`src/rtl/fifo_rd_stream.sv`:
```
// Read-domain drain stage: pops the dual-clock FIFO into a 2-entry registered
// buffer and presents it as a valid/ready stream with flush and a delivery counter.
module fifo_rd_stream #(
  parameter int DSIZE = 8,
  parameter int CW    = 16
) (
  input  logic             rclk,
  input  logic             rrst_n,
  input  logic             rempty,
  input  logic [DSIZE-1:0] rdata,
  output logic             rinc,
  output logic             m_valid,
  input  logic             m_ready,
  output logic [DSIZE-1:0] m_data,
  input  logic             flush,
  output logic [1:0]       occ,
  output logic [CW-1:0]    xfer_cnt
);

  logic [DSIZE-1:0] e0_q, e0_d;
  logic [DSIZE-1:0] e1_q, e1_d;
  logic [1:0]       occ_q, occ_d;
  logic [CW-1:0]    cnt_q, cnt_d;
  logic             pop;
  logic             acc;

  // Pop gating looks only at registered occupancy, keeping m_ready off the rinc path.
  always_comb begin
    rinc    = rrst_n & ~rempty & (occ_q != 2'd2) & ~flush;
    m_valid = (occ_q != 2'd0) & ~flush;
    pop     = rinc;
    acc     = m_valid & m_ready;
    m_data  = e0_q;
    occ     = occ_q;
    xfer_cnt = cnt_q;
  end

  always_comb begin
    e0_d  = e0_q;
    e1_d  = e1_q;
    occ_d = occ_q;
    cnt_d = cnt_q;
    if (acc) cnt_d = cnt_q + 1'b1;
    if (flush) begin
      occ_d = 2'd0;
    end else begin
      unique case ({pop, acc})
        2'b10: begin
          if (occ_q == 2'd0) e0_d = rdata;
          else               e1_d = rdata;
          occ_d = occ_q + 2'd1;
        end
        2'b01: begin
          e0_d  = e1_q;
          occ_d = occ_q - 2'd1;
        end
        // Only reachable at occ=1: head leaves and the new word takes its place.
        2'b11: e0_d = rdata;
        default: ;
      endcase
    end
  end

  always_ff @(posedge rclk) begin
    if (!rrst_n) begin
      e0_q  <= '0;
      e1_q  <= '0;
      occ_q <= '0;
      cnt_q <= '0;
    end else begin
      e0_q  <= e0_d;
      e1_q  <= e1_d;
      occ_q <= occ_d;
      cnt_q <= cnt_d;
    end
  end

endmodule

```
`config.mk`:
```
export PLATFORM = sky130hd
export DESIGN_NAME = fifo_rd_stream
export DESIGN_NICKNAME = d
export VERILOG_FILES = /design/src/rtl/fifo_rd_stream.sv
export SDC_FILE = /design/constraint.sdc
export NUM_CORES = 1
export LEC_CHECK = 0
export ABC_AREA = 1
export CELL_PAD_IN_SITES_DETAIL_PLACEMENT = 0
export CELL_PAD_IN_SITES_GLOBAL_PLACEMENT = 2
export CORE_MARGIN = 1.5
export CORE_UTILIZATION = 26
export CTS_BUF_LIST = sky130_fd_sc_hd__clkbuf_16
export CTS_CLUSTER_DIAMETER = 200
export CTS_CLUSTER_SIZE = 10
export DETAILED_ROUTE_END_ITERATION = 8
export PLACE_DENSITY_LB_ADDON = 0.1
export SLEW_MARGIN = 20
export SYNTH_ARGS = -nofsm -noshare
export SYNTH_HDL_FRONTEND = slang
export SYNTH_SLANG_ARGS = --single-unit
```
`constraint.sdc`:
```
create_clock -name rclk -period 2.3 [get_ports rclk]
set_input_delay 0.46 -clock rclk [delete_from_list [all_inputs] [get_ports rclk]]
set_output_delay 0.46 -clock rclk [all_outputs]
set_load 0.02 [all_outputs]
```
==> flow_metrics.tcl, run 1 <==
set metrics [dict create \
    drt-vias-per-instance 4.519 \
    grt_pass1_vias 1764 \
    clock_latency_ps 270 \
    cts_tree "done" \
    clock_skew_ps 5.662 \
    core_um2 6350 \
    synth-seq-cells 34 \
    synth_top_area_share_pct 39.65 \
    route.detailed.drc 0 \
    cts_buffers 5 \
    fin_ws_ps 192.0 \
    syn_area_um2 1717 \
    synthTopCellsByArea "dfxtp_1 (40%), nand2_1 (14%), nor2_1 (8.7%)" \
    max-slew-margin-rel_pct 78.92 \
    synth-seq-area-share_pct 39.65 \
    max_freq_mhz 474.4 \
    layout-area-overhead-vs-synth_pct 41.62 \
    start_util_pct 27.03 \
    required_ps 1840 \
    io_pins 41 \
    syn_area_per_cell_um2 6.732 \
    yosysUniqueCellTypes 23 \
    drt-total-wl_mm 4.902 \
    end_kind "primary output" \
    die_w_um 84.26 \
    rsz0062_at_grt "false" \
    rrSetupSlack_ps 570 \
    drtPass1Iterations 4 \
    place_hpwl_mm 3.564 \
    final_cell_area_um2 2431 \
    vias 1740 \
    grt_usage_pct 14.96 \
    syn-instance-count 255 \
    worst_pin_slew_ps 315.5 \
    critPathLaunchType "primary input" \
    grt_antenna_before_repair 0 \
    cp_max_fo 2 \
    drive_above_1_share_pct 9.740 \
    critPathKind "in -> out" \
    htreeDepth 2 \
    ir_worst_vdd_mv 0.2511 \
    dieArea_um2 7099 \
    worstPathArrival_ps 1650 \
    drt_iter0_drc 66 \
    finalCriticalPeriod_ps 2108 \
    gp_congestion 0.7569 \
    rows 29 \
    io_buffers 40 \
    diodes 0 \
    period_share_pct 91.65 \
    grt_max_degree 20 \
    cts-root-buf "clkbuf_16" \
    cts.reportedPaths.clkPinSlew_ps 50 \
    grt_pass1_wl_mm 8.376 \
    grt-ovfl-total 0 \
    power_leakage_uw 0.0009509 \
    yosysWarnings 0 \
    dp.cells 379 \
    placed_area_um2 2305 \
    finalHoldViolations 0 \
    ant_nets 0 \
    cts_hold_buf 0 \
    power_density_nw_per_um2 550.2 \
    synth_top_cell_by_area "dfxtp_1" \
    maxSlewViolCount 0 \
    fin_nets 325 \
    holdCritPathClass "reg -> reg" \
    status "complete, no violations" \
    instances_no_fill 385 \
    die-height_um 84.26 \
    dpl_worst_slack_ps -98.67 \
    wire_per_inst_um 12.73 \
    cap_viol_max_count 0 \
    synth_nets 271 \
    cts_sinks 34 \
    setup_violations 0 \
    cts_buffer_depth 2 \
]
==> report_power, final <==
part,internal [µW],total (µW),switching (µW)
logic,59.7,123,63.2
clock network,385,614,229
registers,596,601,4.26
total,1040,1340,297
==> routing by layer <==
layer	up-vias	track usage [%]	wire, µm
met3	2	4.228	142
met2	26	25.16	2320
met5	-	0	0
li1	930	-	-
met4	0	4.918	29
met1	782	18.44	2409
==> cells in the final DEF, fill, tap and decap left out, types with 2 or more instances in the layout <==
cell type | Yosys | final
ha_1 | 3 | 3
dlygate4sd2_1 | 0 | 2
inv_2 | 2 | 2
dfxtp_1 | 34 | 34
xnor2_1 | 2 | 2
o21ai_0 | 6 | 6
nand2_2 | 2 | 2
buf_4 | 0 | 15
nor2_1 | 40 | 40
clkdlybuf4s50_1 | 0 | 38
nand3_1 | 16 | 16
nor3_1 | 5 | 4
clkbuf_16 | 0 | 5
a21oi_1 | 26 | 26
inv_1 | 24 | 24
nand2_1 | 65 | 65
nand4_1 | 14 | 14
==> metrics by stage <==
step                      TNS, ps  total power (µW)  util [%]  hold slack (ps)
after global routing            0              1407     38.29            496.5
final                           0              1338     38.29            461.6
after floorplan                 0             668.4         -            441.3
after detailed placement   -401.3             738.9     36.30            456.3
after CTS                       0              1373     38.29            464.5
after global placement     -190.7             739.3     36.30            450.0
==> registers in the layout, summed over array words and instances, names as in the netlist <==
name / cells
e1_q: 8
m_data: 8
occ: 2
xfer_cnt: 16
==> what timing repair did <==
action	4_1_cts	5_1_grt
setup endpoints to repair	2	0
resized for setup	2	0
buffers inserted	0	0
endpoints found under the hold margin	0	0
==> cells by family after synthesis <==
| group | synth area share [%] |
|---|---|
| buffers and inverters | 8.382 |
| AND/OR/NAND/NOR | 38.63 |
| XOR/XNOR | 1.021 |
| AO/OA/AOI/OAI | 10.13 |
| adder cells (fa/ha/maj) | 2.187 |
| flip-flops | 39.65 |
==> area by class of cell <==
class	count	area [µm²]
inverter	26	97.59
tap	77	96.34
fill	697	3919
timing repair buffer	56	530.5
clock inverter	1	3.754
clock buffer	5	125.1
sequential	34	680.7
multi-input combinational	186	897.1
==> worst max-delay path, stage by stage <==
cell,delay [ps]
clkdlybuf4s50_1,480
inv_1,50
nor2_1,110
inv_1,60
nor3_2,130
dlygate4sd2_1,350
==> cell usage after synthesis (all sizes together) <==
master and instances:
nand3b 1, nor3b 1, nand2 67, buf 5
clkbuf 4, xnor2 2, nand4 14, inv 26
dfxtp 34, nor3 5, o21ai 7, nand3 17
nor2 42, ha 3, a21oi 27
==> final timing paths <==
check                             start         to  cells past startpoint
worst min-delay path            e1_q[2]    e1_q[2]                      2
worst max-delay path             rrst_n       rinc                      6
worst max register to register   occ[1]  m_data[7]                     10
worst min register to register  e1_q[2]    e1_q[2]                      2
Note: power is estimated with default switching activity, not from simulation.
==> run 2, diff against run 1 <==
--- a/config.mk
+++ b/config.mk
@@ -8,11 +8,10 @@
 export ABC_AREA = 1
 export CELL_PAD_IN_SITES_DETAIL_PLACEMENT = 0
 export CELL_PAD_IN_SITES_GLOBAL_PLACEMENT = 2
-export CORE_MARGIN = 1.5
+export CORE_MARGIN = 8
 export CORE_UTILIZATION = 26
 export CTS_BUF_LIST = sky130_fd_sc_hd__clkbuf_16
 export CTS_CLUSTER_DIAMETER = 200
-export CTS_CLUSTER_SIZE = 10
 export DETAILED_ROUTE_END_ITERATION = 8
 export PLACE_DENSITY_LB_ADDON = 0.1
 export SLEW_MARGIN = 20
==> run 2 against run 1 <==
Compared with the run above:
- count of clock-buffer cells in the layout is the same
- clock power grew 23%
- hold slack better by 2.5 ps
- sequential power about the same
- critical endpoint unchanged
- largest power group unchanged
- highest routed layer unchanged
==> flow_metrics.tcl, run 2 (synthesis results as in run 1) <==
set metrics [dict create \
    htreeDepth 2 \
    power_leakage_uw 0.0009687 \
    die_w_um 97.26 \
    ir_worst_vdd_mv 0.5129 \
    max_freq_mhz 473.6 \
    fin_nets 326 \
    start_util_pct 26.88 \
    rows 29 \
    cts_buffer_depth 2 \
    clock_skew_ps 3.194 \
    grt_pass1_vias 1787 \
    routed-wl-met2_mm 2.383 \
    grt_usage_pct 11.10 \
    required_ps 1840 \
    power_density_nw_per_um2 598.8 \
    route.detailed.drc 0 \
    grt_antenna_before_repair 0 \
    period_share_pct 91.80 \
    cts_tree "done" \
    holdPathStages 2 \
    grt_pass1_wl_mm 8.714 \
    setup_violations 0 \
    cts_buffers 5 \
    dieArea_um2 9459 \
    holdCritPathClass "reg -> reg" \
    largest_register_ffs 16 \
    placed_area_um2 2312 \
    drive_above_1_share_pct 10.32 \
    rsz0062_at_grt "false" \
    worst_r2r_path_depth 10 \
    finalCriticalPeriod_ps 2111 \
    worst_pin_slew_ps 286.7 \
    cts-root-buf "clkbuf_16" \
    drt_iter0_drc 47 \
    core_um2 6386 \
    critPathKind "in -> out" \
    maxSlewViolCount 0 \
    final_cell_mix "nand2_1 (65), nor2_1 (40), clkdlybuf4s50_1 (38)" \
    critPathLaunchType "primary input" \
    grt-ovfl-total 0 \
    drt-vias-per-instance 4.556 \
    grt_max_degree 20 \
    drtPass1Iterations 4 \
    finalPower_uw 1478 \
    wl_met1_mm 2.505 \
    worstPathArrival_ps 1650 \
    cts.reportedPaths.clkPinSlew_ps 50 \
    final_common_cell "nand2_1" \
    utilization_pct 38.66 \
    diodes 0 \
    end_kind "primary output" \
    dp.cells 380 \
    ant_nets 0 \
    clock_latency_ps 280 \
    place_hpwl_mm 3.832 \
    vias 1763 \
    rrSetupSlack_ps 570 \
    finalHoldViolations 0 \
    wl_met3_um 263 \
    io_pins 41 \
    cts_sinks 34 \
    status "complete, no violations" \
    wire_per_inst_um 13.47 \
    post_cts_buffers 0 \
    drt-total-wl_mm 5.213 \
    layout-area-overhead-vs-synth_pct 43.80 \
    die-height_um 97.26 \
    final_cell_area_um2 2469 \
    cp_max_fo 2 \
    finalSetupTns_ps 0 \
    instances_no_fill 387 \
    dr.max_layer_used "met4" \
    max-slew-margin-rel_pct 80.84 \
    cap_viol_max_count 0 \
    io_buffers 40 \
    gp_congestion 0.7389 \
]
[run 2: changes by cell type in the layout (fill, tap and decap cells not counted)]
cell	change
bufinv_16	+1
buf_4	+1
[run 2: path summary, 6_finish.rpt]
check | to | startpoint
min reg2reg | e1_q[2] | e1_q[2]
max reg2reg | m_data[1] | occ[0]
min | e1_q[2] | e1_q[2]
max | rinc | rrst_n
[run 2: critical path, stage by stage]
cell and delay [ps]:
clkdlybuf4s50_1 470, inv_1 50, nor2_1 120, inv_1 60, nor3_2 130, dlygate4sd2_1 360
[run 2: where the power goes]
part,switching [µW],total [µW],internal [µW]
logic,64.5,125,60.2
clock network,252,753,501
registers,4.16,600,596
[run 2: final cells by class]
cell class,count,area [µm²]
Fill cell,710,3918
Multi-Input combinational cell,186,897.1
Sequential cell,34,680.7
Timing Repair Buffer,57,538.0
Clock buffer,5,125.1
Inverter,26,97.59
Tap cell,77,96.34
Clock inverter,2,33.78
[run 2: what timing repair did]
action / in CTS / in global routing
endpoints found under the setup margin: 2 / 0
hold buffers: 0 / 0
endpoints found under the hold margin: 0 / 0
resized for setup: 2 / 0
[run 2: metal layers]
layer / global-route usage (%) / vias to the layer above
li1: - / 933
met5: 0 / -
met4: 3.497 / 0
met2: 18.44 / 36
met3: 3.770 / 7
met1: 13.08 / 787
[run 2: stage by stage]
stage	hold slack, ps	worst slack [ps]
floorplan	441.3	180.3
global placement	451.3	-74.98
global route	477.6	14.84
detailed placement	453.2	-114.0
finish	464.1	188.5
CTS	462.8	168.4
